$ cat config.mk
export PLATFORM = sky130hd
export DESIGN_NAME = vram_arbiter
export DESIGN_NICKNAME = d
export VERILOG_FILES = /design/src/rtl/vram_arbiter.sv
export SDC_FILE = /design/constraint.sdc
export NUM_CORES = 1
export LEC_CHECK = 0
export ABC_CLOCK_PERIOD_IN_PS = 3500
export BUFFER_PORTS_ARGS = -buffer_cell sky130_fd_sc_hd__buf_2
export CAP_MARGIN = 0
export CORE_UTILIZATION = 48
export CTS_CLUSTER_DIAMETER = 30
export DETAILED_ROUTE_END_ITERATION = 16
export GPL_ROUTABILITY_DRIVEN = 1
export MAX_ROUTING_LAYER = met4
export PLACE_DENSITY = 0.8
export RECOVER_POWER = 50
export REMOVE_ABC_BUFFERS = 1
export SLEW_MARGIN = 20
export SYNTH_ARGS = -nofsm -noshare
export SYNTH_HDL_FRONTEND = slang
export SYNTH_SLANG_ARGS = --single-unit
$ cat constraint.sdc
create_clock -name mclk -period 3.5 [get_ports mclk]
set_clock_uncertainty 0.15 [all_clocks]
set_input_delay 0.7 -clock mclk [delete_from_list [all_inputs] [get_ports mclk]]
set_output_delay 0.7 -clock mclk [all_outputs]
set_load 0.01 [all_outputs]
$ cat src/rtl/vram_arbiter.sv
// ============================================================================
// Module      : vram_arbiter
// Description : Memory-clock arbiter/responder for a 16-bit async SRAM.
//               Video fetch port has priority; the CPU port gets a slot once
//               a bounded video burst has elapsed while it waits.
// Revision    : 1.0  initial release
// ============================================================================
`default_nettype none

module vram_arbiter #(
    parameter int AW         = 18,
    parameter int DW         = 16,
    parameter int VBURST_MAX = 8
) (
    input  logic          mclk,
    input  logic          rst,
    input  logic [AW-1:0] vaddr,
    input  logic          v_req,
    output logic          v_req_en,
    output logic [DW-1:0] v_data,
    input  logic          cpu_req,
    input  logic          cpu_we,
    input  logic [AW-1:0] cpu_addr,
    input  logic [1:0]    cpu_be,
    input  logic [DW-1:0] cpu_wdata,
    output logic [DW-1:0] cpu_rdata,
    output logic          cpu_ack,
    output logic [AW-1:0] sram_addr,
    output logic [DW-1:0] sram_dout,
    output logic          sram_doe,
    input  logic [DW-1:0] sram_din,
    output logic          sram_oe_n,
    output logic          sram_we_n,
    output logic          sram_ub_n,
    output logic          sram_lb_n
);

    localparam logic [7:0] BURST_LIM = 8'(VBURST_MAX);

    typedef enum logic [2:0] {
        S_IDLE = 3'd0,
        S_VRD  = 3'd1,
        S_CRD  = 3'd2,
        S_CWS  = 3'd3,
        S_CWP  = 3'd4,
        S_CWH  = 3'd5,
        S_CACK = 3'd6
    } state_t;

    state_t          state;
    state_t          state_nxt;
    logic [7:0]      bcnt;
    logic [7:0]      bcnt_nxt;
    logic [AW-1:0]   req_addr;
    logic [DW-1:0]   req_wdata;
    logic [1:0]      req_be;
    logic            arb;
    logic            cpu_req_eff;
    logic            v_grant;
    logic            cpu_accept;

    // Arbitration decision; the requester only sees cpu_ack after the CACK
    // edge, so cpu_req is ignored during CACK to avoid replaying the access.
    always_comb begin
        arb         = !rst && (state == S_IDLE || state == S_VRD || state == S_CACK);
        cpu_req_eff = cpu_req && (state != S_CACK);
        v_grant     = arb && v_req && !(cpu_req_eff && bcnt == BURST_LIM);
        cpu_accept  = arb && !v_grant && cpu_req_eff;
    end

    // Next-state and SRAM strobe decode; CPU-state pins come from captured registers.
    always_comb begin
        state_nxt = S_IDLE;
        v_req_en  = v_grant;
        cpu_ack   = 1'b0;
        sram_addr = req_addr;
        sram_dout = req_wdata;
        sram_doe  = 1'b0;
        sram_oe_n = 1'b1;
        sram_we_n = 1'b1;
        sram_ub_n = 1'b1;
        sram_lb_n = 1'b1;
        case (state)
            S_IDLE, S_VRD, S_CACK: begin
                cpu_ack = (state == S_CACK) && !rst;
                if (v_grant) begin
                    state_nxt = S_VRD;
                    sram_addr = vaddr;
                    sram_oe_n = 1'b0;
                    sram_ub_n = 1'b0;
                    sram_lb_n = 1'b0;
                end else if (cpu_accept) begin
                    state_nxt = cpu_we ? S_CWS : S_CRD;
                end
            end
            S_CRD: begin
                state_nxt = S_CACK;
                sram_oe_n = 1'b0;
                sram_ub_n = 1'b0;
                sram_lb_n = 1'b0;
            end
            S_CWS: begin
                state_nxt = S_CWP;
                sram_doe  = 1'b1;
            end
            S_CWP: begin
                state_nxt = S_CWH;
                sram_doe  = 1'b1;
                sram_we_n = 1'b0;
                sram_ub_n = ~req_be[1];
                sram_lb_n = ~req_be[0];
            end
            S_CWH: begin
                state_nxt = S_CACK;
                sram_doe  = 1'b1;
            end
            default: state_nxt = S_IDLE;
        endcase
    end

    // Burst counter: counts video grants that the CPU has been waiting through.
    always_comb begin
        bcnt_nxt = 8'd0;
        if (arb && !cpu_accept && cpu_req_eff) begin
            bcnt_nxt = bcnt;
            if (v_grant && bcnt != BURST_LIM) begin
                bcnt_nxt = bcnt + 8'd1;
            end
        end
    end

    // State, counter, read-data capture and CPU request capture.
    always_ff @(posedge mclk) begin
        if (rst) begin
            state     <= S_IDLE;
            bcnt      <= 8'd0;
            v_data    <= '0;
            cpu_rdata <= '0;
            req_addr  <= '0;
            req_wdata <= '0;
            req_be    <= 2'b00;
        end else begin
            state <= state_nxt;
            bcnt  <= bcnt_nxt;
            if (v_grant) begin
                v_data <= sram_din;
            end
            if (state == S_CRD) begin
                cpu_rdata <= sram_din;
            end
            if (cpu_accept) begin
                req_addr  <= cpu_addr;
                req_wdata <= cpu_wdata;
                req_be    <= cpu_be;
            end
        end
    end

endmodule

`default_nettype wire

==> reports/results.ini <==
[placed_design]
place_congestion=0.8303
preCtsSetupSlack_ns=0.5946
io_buffers=147
place_hpwl_um=6105

[route]
via_per_inst=5.378
first_pass_iters=5
routed_wl_um=9045
vias=3485
drc=0
routedWlPerCell_um=13.96
drtIter0Drc=203
detail-route-antenna-nets=0

[synthesis]
yosysWarningCount=0
ys_seq_area_frac=0.4437
async_flop_share=0
synth_flop_cell=dfxtp_1
synth_cell_type_count=43
synthCells=410
synth_edf_count=0
synth_seq_cells=79
syn-cell-area_um2=3565
syn_area_per_cell_um2=8.694

[timing]
slew_headroom=-0.2068
slew_violations=91
post-route-min-period_ns=3.156
setup_tns_ns=0
max_freq_ghz=0.3169
tightest_slew_ns=1.796
setup_violations=0
grt_setup_unrepaired=no
finalWorstSetupSlack_ns=0.3443
fin_crit_sh=0.9016
finalHoldViolCount=0

[final_layout]
num_antenna_cells=0
fin_nets=623
area_growth_pct=23.76
final_common_cell=buf_2
drive_gt1_frac=0.2750
layout_common_cells=buf_2, dfxtp_1, a21oi_1

[clocking]
post_cts_buffers=0
cts_hold_buf=0
cts_sinks=79
cts_buffer_depth=2
clkTransAtPathRegs_ns=0.08
clk_latency_ns=0.33
tritoncts=built
h-tree-depth=3
numCtsBuffers=9
cts_root_buffer=clkbuf_8
cts-resized-gates=0

[setup_path]
cp_max_fo=19
cp.required_ns=2.65
cp.arrival_ns=2.31
endpoint_kind=output pin
rr_worst_depth=7
path_class=register to output pin
startpoint_type=register

[global_route]
grt_max_degree=74
grt_usage=0.2371
first_global_vias=3113
grt_antenna_before_repair=0
overflow=0
grt_pass1_wl_um=14050

[floorplanning]
initial_core_util=0.4941
core_um2=7214
row_count=31
die_w_um=88.18
dieArea_um2=7775
die_h_um=88.18
io-pin-count=148

[status]
violations=max-capacitance violations, max-slew violations
status=finished with violations

[power_and_ir_drop]
vdd.ir_drop.worst_mv=0.2161
p_per_area_nw_per_um2=463.4
p_leak_uw=0.001733

[worst_hold_path]
min_path_type=register to register
hold_depth=2

[flow_run]
max_cap_violations=2

==> logic make-up (layout without fill, tap and decap cells) <==
group | Yosys count | after routing | synth area share
xor+xnor | 6 | 6 | 0.01474
fa+ha+maj | 4 | 4 | 0.01404
mux | 18 | 18 | 0.06634
buf+inv | 38 | 177 | 0.07336
flops | 79 | 79 | 0.4437
compound gates | 137 | 137 | 0.2029
simple gates | 128 | 128 | 0.1850
==> where the power goes <==
group          internal, uW  leakage [uW]  total (uW)  switching, uW
sequential              938      0.000641         964           26.1
combinational           139      0.000978         332            192
clock                   441      0.000114         749            308
total                  1520       0.00173        2040            527
==> worst max-delay path, stage by stage, from the launching register on <==
cell,delay (ns)
dfxtp_1,0.54
inv_1,0.16
ha_1,0.28
o21ai_2,0.24
nor2_4,0.06
buf_4,0.22
mux2_4,0.32
buf_2,0.14
==> per-stage QoR <==
step | instance area, um^2 | hold WS [ns] | utilization | power, uW | instances
final | 4412 | 0.3093 | 0.6115 | 2044 | 648
after detailed placement | 4263 | 0.2963 | 0.5909 | 1324 | 632
after CTS | 4487 | 0.3075 | 0.6219 | 2071 | 648
after global placement | 4263 | 0.2913 | 0.5909 | 1314 | 632
after floorplan | 3326 | 0.2923 | - | 1160 | 378
after global routing | 4412 | 0.3324 | 0.6115 | 2136 | 648
==> path summary, 6_finish.rpt <==
path                 startpoint             to  slack [ns]
hold / removal    cpu_rdata[11]  cpu_rdata[11]        0.31
setup / recovery       state[2]  sram_addr[15]        0.34
hold reg to reg   cpu_rdata[11]  cpu_rdata[11]        0.31
setup reg to reg       state[2]        bcnt[3]        0.70
==> cells in the mapped netlist, types with 2 or more instances <==
cell type  count  share of area
nor2b_1        4         0.0070
and3_1         2         0.0035
mux2_4         9          0.038
buf_8          5          0.021
clkbuf_8       4          0.015
nor4b_2        2         0.0084
inv_1          6         0.0063
ha_1           4          0.014
nor2_1        11          0.012
a21oi_1       71           0.10
dfxtp_1       79           0.44
o21ai_0       57          0.080
nand3_1       59          0.083
xor2_1         5          0.012
nand2_1       36          0.038
buf_2          5         0.0070
or3b_2         3         0.0074
clkbuf_1      15          0.016
mux2_2         9          0.028
==> state kept, by name, indices dropped and copies added (netlist names) <==
| register | count |
|---|---|
| cpu_rdata | 16 |
| sram_dout | 16 |
| v_data | 16 |
| bcnt | 8 |
| req_addr | 18 |
| state | 3 |
| req_be | 2 |
==> routing by layer <==
layer | global-route usage | share of wire | up-vias
li1 | - | - | 1712
met1 | 0.2751 | 0.44 | 1598
met2 | 0.3986 | 0.46 | 160
met3 | 0.05278 | 0.088 | 15
met4 | 0.08944 | 0.013 | 0
met5 | - | 0 | -
==> area by class of cell <==
cell class,instances,area [um^2]
repair buffers,155,729.5
fillers,687,2803
well taps,99,123.9
multi-input cells,293,1730
flip-flops and latches,79,1582
inverters,6,22.52
clock buffers,13,158.9
clock inverters,3,65.06
Power figures use the tool's default switching activity.
